**config.mk**
```make
export PLATFORM = sky130hd
export DESIGN_NAME = fetch
export DESIGN_NICKNAME = d
export VERILOG_FILES = /design/src/rtl/fetch_pkg.sv /design/src/rtl/fetch_redirect_buf.sv /design/src/rtl/fetch.sv
export SDC_FILE = /design/constraint.sdc
export NUM_CORES = 1
export LEC_CHECK = 0
export BUFFER_PORTS_ARGS = -buffer_cell sky130_fd_sc_hd__buf_2
export CELL_PAD_IN_SITES_DETAIL_PLACEMENT = 0
export CELL_PAD_IN_SITES_GLOBAL_PLACEMENT = 1
export CORE_MARGIN = 2
export CORE_UTILIZATION = 37
export CTS_CLUSTER_DIAMETER = 60
export DETAILED_ROUTE_END_ITERATION = 12
export PLACE_DENSITY = 0.95
export SLEW_MARGIN = 30
export SYNTH_ARGS = -nofsm -noshare
export SYNTH_HDL_FRONTEND = slang
export SYNTH_HIERARCHICAL = 1
export SYNTH_SLANG_ARGS = --single-unit
```
**constraint.sdc**
```tcl
create_clock -name clk -period 3.5 [get_ports clk]
set_input_delay 0.525 -clock clk [delete_from_list [all_inputs] [get_ports clk]]
set_output_delay 0.525 -clock clk [all_outputs]
set_load 0.02 [all_outputs]
```
**src/rtl/fetch_pkg.sv**
```systemverilog
// Shared CPU pipeline constants: inter-stage bus widths, reset PC and bus field positions.
package fetch_pkg;
  localparam int IF_ID_W = 64;
  localparam int JBR_W   = 33;
  localparam int EXC_W   = 33;

  localparam logic [31:0] STARTADDR_DEF = 32'h0000_0000;
  localparam logic [31:0] PC_STEP       = 32'd4;

  // {taken/valid, target[31:0]} layout shared by jbr_bus and exc_bus
  localparam int BUS_TAKEN   = 32;
  localparam int BUS_TGT_MSB = 31;
  localparam int BUS_TGT_LSB = 0;
endpackage

```
**src/rtl/fetch_redirect_buf.sv**
```systemverilog
// One-entry redirect buffer and next-PC priority mux (exception > branch > pending > pc+4).
module fetch_redirect_buf
  import fetch_pkg::*;
(
  input  logic             clk,
  input  logic             resetn,
  input  logic             next_fetch,
  input  logic [JBR_W-1:0] jbr_bus,
  input  logic [EXC_W-1:0] exc_bus,
  input  logic [31:0]      pc,
  output logic [31:0]      next_pc
);
  logic        exc_valid, jbr_taken;
  logic [31:0] exc_pc, jbr_target;
  logic        redir_pend_q, redir_pend_d;
  logic        redir_exc_q, redir_exc_d;
  logic [31:0] redir_pc_q, redir_pc_d;

  assign exc_valid  = exc_bus[BUS_TAKEN];
  assign exc_pc     = exc_bus[BUS_TGT_MSB:BUS_TGT_LSB];
  assign jbr_taken  = jbr_bus[BUS_TAKEN];
  assign jbr_target = jbr_bus[BUS_TGT_MSB:BUS_TGT_LSB];

  // redir_exc_q remembers that the pending entry is an exception, so a later branch cannot replace it
  always_comb begin
    redir_pend_d = redir_pend_q;
    redir_exc_d  = redir_exc_q;
    redir_pc_d   = redir_pc_q;
    if (next_fetch) begin
      redir_pend_d = 1'b0;
      redir_exc_d  = 1'b0;
    end else if (exc_valid) begin
      redir_pend_d = 1'b1;
      redir_exc_d  = 1'b1;
      redir_pc_d   = exc_pc;
    end else if (jbr_taken && !(redir_pend_q && redir_exc_q)) begin
      redir_pend_d = 1'b1;
      redir_exc_d  = 1'b0;
      redir_pc_d   = jbr_target;
    end
  end

  always_comb begin
    next_pc = pc + PC_STEP;
    if (exc_valid)         next_pc = exc_pc;
    else if (jbr_taken)    next_pc = jbr_target;
    else if (redir_pend_q) next_pc = redir_pc_q;
  end

  always_ff @(posedge clk or negedge resetn) begin
    if (!resetn) begin
      redir_pend_q <= 1'b0;
      redir_exc_q  <= 1'b0;
      redir_pc_q   <= 32'h0;
    end else begin
      redir_pend_q <= redir_pend_d;
      redir_exc_q  <= redir_exc_d;
      redir_pc_q   <= redir_pc_d;
    end
  end
endmodule

```
**src/rtl/fetch.sv**
```systemverilog
// Instruction-fetch stage: owns the PC, counts ROM latency and presents {pc, inst} to decode.
module fetch
  import fetch_pkg::*;
#(
  parameter logic [31:0] STARTADDR = STARTADDR_DEF,
  parameter int          ROM_LAT   = 1
) (
  input  logic               clk,
  input  logic               resetn,
  input  logic               IF_valid,
  input  logic               next_fetch,
  input  logic [31:0]        inst,
  input  logic [JBR_W-1:0]   jbr_bus,
  input  logic [EXC_W-1:0]   exc_bus,
  output logic [31:0]        inst_addr,
  output logic               IF_over,
  output logic [IF_ID_W-1:0] IF_ID_bus,
  output logic [31:0]        IF_pc,
  output logic [31:0]        IF_inst
);
  localparam logic [0:0] S_WAIT   = 1'b0;
  localparam logic [0:0] S_DONE   = 1'b1;
  localparam logic [1:0] LAT_LAST = 2'(ROM_LAT - 1);

  logic [0:0]  state_q, state_d;
  logic [1:0]  lat_cnt_q, lat_cnt_d;
  logic [31:0] pc_q, pc_d;
  logic [31:0] next_pc;

  fetch_redirect_buf u_rbuf (
    .clk        (clk),
    .resetn     (resetn),
    .next_fetch (next_fetch),
    .jbr_bus    (jbr_bus),
    .exc_bus    (exc_bus),
    .pc         (pc_q),
    .next_pc    (next_pc)
  );

  // next_fetch wins in either state, restarting the latency count on the new PC
  always_comb begin
    state_d   = state_q;
    lat_cnt_d = lat_cnt_q;
    pc_d      = pc_q;
    if (next_fetch) begin
      pc_d      = next_pc;
      lat_cnt_d = 2'd0;
      state_d   = S_WAIT;
    end else if (state_q == S_WAIT && IF_valid) begin
      lat_cnt_d = lat_cnt_q + 2'd1;
      if (lat_cnt_q == LAT_LAST) state_d = S_DONE;
    end
  end

  always_ff @(posedge clk or negedge resetn) begin
    if (!resetn) begin
      state_q   <= S_WAIT;
      lat_cnt_q <= 2'd0;
      pc_q      <= STARTADDR;
    end else begin
      state_q   <= state_d;
      lat_cnt_q <= lat_cnt_d;
      pc_q      <= pc_d;
    end
  end

  assign IF_over   = (state_q == S_DONE);
  assign inst_addr = pc_q;
  assign IF_pc     = pc_q;
  assign IF_inst   = inst;
  assign IF_ID_bus = {pc_q, inst};
endmodule

```
==> flow_metrics.env, run 1 <==
export IMPL_setup_viol=0
export IMPL_fin_nets=706
export IMPL_netlist_instances=581
export IMPL_overflow=0
export IMPL_synthTopCellsByCount="buf_4 (128), nand2_1 (76), dfrtp_1 (69), o21ai_0 (41), mux2i_1 (38)"
export IMPL_top_layer="met4"
export IMPL_dpl_hpwl_mm=8.539
export IMPL_row_count=44
export IMPL_met3WireLength_um=729
export IMPL_clock_skew_final_ps=6.844
export IMPL_setup_worst_path_end="IF_pc[22]$_DFFE_PN0P_"
export IMPL_grt_pass1_wl_mm=19.96
export IMPL_cts_path_max_buffers=2
export IMPL_drt_met1_wl_mm=5.583
export IMPL_fin_crit_ps=2215
export IMPL_clock_sinks=69
export IMPL_rr_startpoint="IF_pc[2]$_DFFE_PN0P_"
export IMPL_synth_ff_type="dfrtp_1"
export IMPL_cts_root_buffer="clkbuf_16"
export IMPL_leakagePower_nw=2.714
export IMPL_drc=0
export IMPL_ant_nets=0
export IMPL_status="finished clean"
export IMPL_die_area_sq_mm=0.01558
export IMPL_crit_type="reg2reg"
export IMPL_worstPathArrival_ps=2440
export IMPL_yosysWarnings=6
export IMPL_maxCapViolCount=0
export IMPL_vdd_ir_drop_max_mv=0.1974
export IMPL_period_share=0.6330
export IMPL_area_growth_pct=3.800
export IMPL_rr_endpoint="IF_pc[22]$_DFFE_PN0P_"
export IMPL_syn_avg_cell_area_sq_um=9.295
export IMPL_gp_congestion=0.7226
export IMPL_ys_ff_latch=69
export IMPL_diodes=0
export IMPL_die_x_um=124.8
export IMPL_rr_worst_depth=7
export IMPL_grt_use_total=0.1608
export IMPL_cts_tree="done"
export IMPL_hold_ws_ps=203.5
export IMPL_synth_area_sq_mm=0.005400
export IMPL_wl_per_cell_um=15.86
export IMPL_path_clk_slew_ps=50
export IMPL_numPortBuffers=166
export IMPL_async_flop_share=1.000
export IMPL_slew_viol_final=0
export IMPL_drt_wl_total_mm=12.53
export IMPL_post_cts_buffers=0
export IMPL_rsz0062_at_grt="no"
export IMPL_fin_tns_setup_ps=0
export IMPL_drive_above_1_share=0.3713
export IMPL_grt_max_degree=70
export IMPL_critPathCaptureType="register"
export IMPL_ys_types=39
export IMPL_ctsResizeCount=0
export IMPL_final_util=0.3901
export IMPL_max_slew_worst_pin_slew_ps=829.8
export IMPL_h_tree_depth=3
export IMPL_grt_pass1_vias=3785
export IMPL_hold_viol_final=0
export IMPL_ys_seq_area_frac=0.3197
export IMPL_crit_path_start="IF_pc[2]$_DFFE_PN0P_"
export IMPL_synth_edff_count=0
export IMPL_critPathLaunchType="register"
export IMPL_synth_top_area_frac=0.3197
export IMPL_synth_fp_nets=685
export IMPL_numCtsBuffers=9
export IMPL_vias_per_cell=4.973
export IMPL_slew_headroom=0.4468
export IMPL_dr_pass1_iters=5
export IMPL_r2r_slack_ps=1280
export IMPL_hold_buffers=0
export IMPL_initial_core_util=0.3758
export IMPL_ios=263
export IMPL_crit_required_ps=3720
export IMPL_power_density_mw_per_mm2=487.5
export IMPL_met2_length_mm=5.795
export IMPL_yosysMostFrequentCell="buf_4"
export IMPL_core_area_sq_mm=0.01437
export IMPL_antenna_found_initial=0
export IMPL_drt_iter0_markers=233
export IMPL_critical_path_max_fanout=10
export IMPL_clk_latency_ps=340
export IMPL_synth_area_top_cells="dfrtp_1 (32%), buf_4 (18%), mux2_4 (7.8%)"
export IMPL_synth_area_leader_cell="dfrtp_1"
export IMPL_max_freq_ghz=0.4514
export IMPL_hold_path_class="in2async"
export IMPL_fp_dieH_um=124.8
export IMPL_vias=3929
==> worst min-delay path by stage <==
stage / from / to / slack (ps) / cells after the start
after floorplan: resetn / IF_over$_DFFE_PN0P_ / 230 / 0
after global placement: u_rbuf/redir_pc_q[30]$_DFFE_PN0P_ / u_rbuf/redir_pc_q[30]$_DFFE_PN0P_ / 460 / 2
after detailed placement: u_rbuf/redir_pc_q[15]$_DFFE_PN0P_ / u_rbuf/redir_pc_q[15]$_DFFE_PN0P_ / 470 / 2
after CTS: resetn / lat_cnt_q[1]$_DFFE_PN0P_ / 380 / 1
after global routing: resetn / IF_pc[8]$_DFFE_PN0P_ / 260 / 1
final: resetn / lat_cnt_q[1]$_DFFE_PN0P_ / 200 / 1
==> routing by layer <==
metal  track usage  vias up
li1              -     1933
met1        0.2071     1821
met2        0.2543      133
met3       0.03393       42
met4       0.08366        0
met5             0        -
==> power by group <==
group	internal (mW)	switching (mW)	leakage (nW)
clock network	0.493	0.336	0.129
registers	0.911	0.154	0.847
logic	0.345	0.494	1.74
total	1.75	0.984	2.71
==> state kept, by name, indices dropped and copies added, names as in the netlist <==
signal,cells
IF_over,1
u_rbuf/redir_pc_q,32
u_rbuf/redir_exc_q,1
lat_cnt_q,2
IF_pc,32
u_rbuf/redir_pend_q,1
==> per-stage QoR <==
stage                     total power, mW  setup slack, ps  cell area [sq um]  cells
after floorplan                     1.882             1528               5400    581
after global placement              1.912             1060               5339    775
after detailed placement            1.925             1037               5341    775
after CTS                           2.770             1278               5602    790
after global routing                2.886             1149               5605    790
final                               2.733             1285               5605    790
==> layout make-up <==
type,instances,area (sq um)
Clock buffer,13,250.2
Clock inverter,2,10.01
Fill cell,1429,8763
Inverter,6,22.52
Multi-Input combinational cell,345,2489
Sequential cell,69,1727
Tap cell,184,230.2
Timing Repair Buffer,171,877.1
==> cell usage in the layout (no fill, tap or decap), drive strengths merged, types with 3 or more instances in the layout <==
| master | synthesis | routed |
|---|---|---|
| buf | 141 | 171 |
| inv | 6 | 6 |
| o221ai | 21 | 21 |
| nand3 | 14 | 14 |
| o21ai | 43 | 43 |
| nand2 | 76 | 76 |
| clkbuf | 20 | 13 |
| mux2i | 38 | 38 |
| xnor2 | 8 | 8 |
| nor2 | 16 | 16 |
| xor2 | 20 | 20 |
| o31ai | 3 | 3 |
| a22oi | 24 | 24 |
| mux2 | 34 | 34 |
| nor2b | 7 | 7 |
| nand4 | 9 | 9 |
| nor3 | 6 | 6 |
| dfrtp | 69 | 69 |
| a21oi | 11 | 11 |
| and3 | 4 | 4 |
==> worst max-delay path, stage by stage (launching register included) <==
cell      delay, ps
dfrtp_1         460
ha_1            270
inv_1            90
nor3_4          500
nand4_1         180
xor2_1          170
o221ai_1        130
mux2_4          280
==> cell families after synthesis <==
kind of cell | Yosys count | share of synthesized area
flip-flops | 69 | 0.3197
AND/OR/NAND/NOR | 141 | 0.1274
AO/OA/AOI/OAI | 102 | 0.1216
XOR/XNOR | 28 | 0.04541
buffers and inverters | 167 | 0.2203
adder cells (fa/ha/maj) | 2 | 0.004633
multiplexers | 72 | 0.1608
Note: power is estimated with default switching activity, not from simulation.
==> run 2: changes to the inputs <==
Settings changed: ABC_AREA set to 1, CORE_UTILIZATION 37 to 32, PLACE_DENSITY 0.95 to 0.89.
Clock period 3.5 ns to 2.1 ns, I/O delays scaled along.
==> run 2 against run 1 <==
Effect of this change:
- the flow now finishes with violations (negative hold slack)
- critical endpoint is now IF_pc[20]$_DFFE_PN0P_
- combinational power rose by 55%
- largest power group is now clock
- core utilization down 3.8 points
- critical path depth up 5
- maximum frequency grew 18%
- worst hold slack worse by 210 ps
- sequential power is 59% higher
- total power up 75%
- critical path type unchanged
- final cell count increased by 43%
- clock skew is 0.52 ps higher
==> flow_metrics.env, run 2 <==
export IMPL_drc=0
export IMPL_cts_tree="done"
export IMPL_hold_buffers=0
export IMPL_cp_common_cell="nand2_1"
export IMPL_synth_top_area_frac=0.3047
export IMPL_dpl_hpwl_mm=11.89
export IMPL_antenna_found_initial=0
export IMPL_period_share=0.8913
export IMPL_ios=263
export IMPL_max_slew_worst_pin_slew_ps=649.8
export IMPL_critPathCaptureType="register"
export IMPL_maxCapViolCount=0
export IMPL_synth_ff_type="dfrtp_1"
export IMPL_hold_path_class="in2async"
export IMPL_slew_headroom=0.5663
export IMPL_cpPeakStageDelay_ps=440
export IMPL_rr_worst_depth=12
export IMPL_netlist_instances=869
export IMPL_timing_final_ws_setup_ps=228.4
export IMPL_fin_tns_setup_ps=0
export IMPL_worstPathArrival_ps=2100
export IMPL_max_freq_ghz=0.5343
export IMPL_crit_type="reg2reg"
export IMPL_synth_edff_count=0
export IMPL_row_count=48
export IMPL_async_flop_share=1.000
export IMPL_numCtsBuffers=9
export IMPL_dr_pass1_iters=6
export IMPL_fin_crit_ps=1872
export IMPL_critical_path_max_fanout=7
export IMPL_violations="negative hold slack"
export IMPL_critPathLaunchType="register"
export IMPL_grt_pass1_wl_mm=24.96
export IMPL_drive_above_1_share=0.2461
export IMPL_finalInstanceArea_sq_mm=0.006095
export IMPL_h_tree_depth=3
export IMPL_drt_wl_total_mm=15.90
export IMPL_grt_pass1_vias=4930
export IMPL_dpl_cell_area_sq_mm=0.005747
export IMPL_grt_max_degree=70
export IMPL_clk_latency_ps=340
export IMPL_gp_congestion=0.8623
export IMPL_rr_endpoint="IF_pc[20]$_DFFE_PN0P_"
export IMPL_fin_nets=1005
export IMPL_diodes=0
export IMPL_ctsResizeCount=0
export IMPL_synth_area_sq_mm=0.005667
export IMPL_leakagePower_nw=3.227
export IMPL_fillerInstances=1932
export IMPL_yosysMostFrequentCell="nand2_1"
export IMPL_clock_skew_final_ps=7.367
export IMPL_ys_ff_latch=69
export IMPL_vias_per_cell=4.679
export IMPL_ant_nets=0
export IMPL_path_clk_slew_ps=60
export IMPL_vdd_ir_drop_max_mv=0.3766
export IMPL_core_area_sq_mm=0.01730
export IMPL_overflow=0
export IMPL_die_area_sq_mm=0.01879
export IMPL_cts_path_max_buffers=2
export IMPL_layout_cells_most_common_list="nand2_1 (291), buf_2 (166), nor2_1 (80)"
export IMPL_ys_types=27
export IMPL_area_growth_pct=7.551
export IMPL_cts_root_buffer="clkbuf_16"
export IMPL_cpMaxStageDelayCell="dfrtp_1"
export IMPL_status="complete, but fails checks"
export IMPL_synth_area_top_cells="dfrtp_1 (30%), nand2_1 (19%), buf_4 (17%)"
export IMPL_syn_avg_cell_area_sq_um=6.521
export IMPL_rr_startpoint="IF_pc[2]$_DFFE_PN0P_"
export IMPL_synth_area_leader_cell="dfrtp_1"
export IMPL_fp_dieH_um=137.1
export IMPL_r2r_slack_ps=230
export IMPL_yosysWarnings=6
export IMPL_setup_viol=0
export IMPL_drt_iter0_markers=346
export IMPL_grt_use_total=0.1710
export IMPL_synthTopCellsByCount="nand2_1 (291), buf_4 (132), nor2_1 (80), inv_1 (74), dfrtp_1 (69)"
export IMPL_rsz0062_at_grt="no"
export IMPL_initial_core_util=0.3276
export IMPL_final_common_cell="nand2_1"
export IMPL_synth_fp_nets=973
export IMPL_crit_required_ps=2330
export IMPL_hold_viol_final=2
export IMPL_post_place_ws_ps=229.5
export IMPL_final_util=0.3524
export IMPL_vias=5292
export IMPL_die_x_um=137.1
export IMPL_hold_ws_ps=-4.695
export IMPL_slew_viol_final=0
export IMPL_post_cts_buffers=0
export IMPL_crit_path_start="IF_pc[2]$_DFFE_PN0P_"
export IMPL_clock_sinks=69
export IMPL_wl_per_cell_um=14.06
export IMPL_numPortBuffers=166
export IMPL_power_density_mw_per_mm2=786.5
export IMPL_critical_path_cell_chain="ha_1 > nand2_1 > nor2_2 > nand2_1 > nor2_2 > nand2_1 > nand2_1 > nand3_1 > nand2_1 > nand2_1 > nand2_1 > nand2_1"
export IMPL_ys_seq_area_frac=0.3047
==> run 2: area by class of cell <==
cell class	count	area, sq um	area share
sequential	69	1727	0.2833
timing repair buffer	183	970.9	0.1593
inverter	77	296.5	0.04866
clock buffer	9	225.2	0.03695
multi-input combinational	561	2471	0.4055
clock inverter	7	122.6	0.02012
tap	225	281.5	0.04619
==> run 2: cell families after synthesis <==
family | share of synthesized area
simple gates | 0.3246
flops | 0.3047
xor+xnor | 0.006184
buf+inv | 0.2592
compound gates | 0.1009
fa+ha+maj | 0.004415
==> run 2: power by group <==
| group | switching, mW | total, mW | internal, mW |
|---|---|---|---|
| sequential | 0.203 | 1.70 | 1.50 |
| combinational | 0.859 | 1.30 | 0.445 |
| clock | 0.621 | 1.79 | 1.17 |
==> run 2: worst max path at each step <==
| stage | depth (start not counted) | slack [ps] | to |
|---|---|---|---|
| after floorplan | 12 | 380 | IF_pc[24]$_DFFE_PN0P_ |
| after global placement | 12 | 290 | IF_pc[20]$_DFFE_PN0P_ |
| after detailed placement | 12 | 230 | IF_pc[20]$_DFFE_PN0P_ |
| after CTS | 12 | 220 | IF_pc[20]$_DFFE_PN0P_ |
| after global routing | 12 | 30 | IF_pc[20]$_DFFE_PN0P_ |
| final | 12 | 230 | IF_pc[20]$_DFFE_PN0P_ |
==> run 2: routing by layer <==
layer	vias to the layer above	wire, um	part of all wire	GRT usage
li1	2655	-	-	-
met1	2438	6723	0.42	0.2075
met2	156	7721	0.49	0.2996
met3	43	1022	0.064	0.03370
met4	0	435	0.027	0.06128
met5	-	0	0	0
==> run 2: critical path, delay by kind of cell, from the launching register on <==
family	cells	cell delay (ps)
simple gates	11	1090
fa+ha+maj	1	220
flops	1	440
==> run 2: metrics by stage <==
step | instances | power [mW] | hold slack (ps)
5_1_grt | 1131 | 5.073 | 28.96
2_1_floorplan | 869 | 2.911 | 19.41
6_report | 1131 | 4.794 | -4.695
3_3_place_gp | 1115 | 3.027 | 380.8
4_1_cts | 1131 | 4.848 | 10.89
3_5_place_dp | 1115 | 3.045 | 377.3
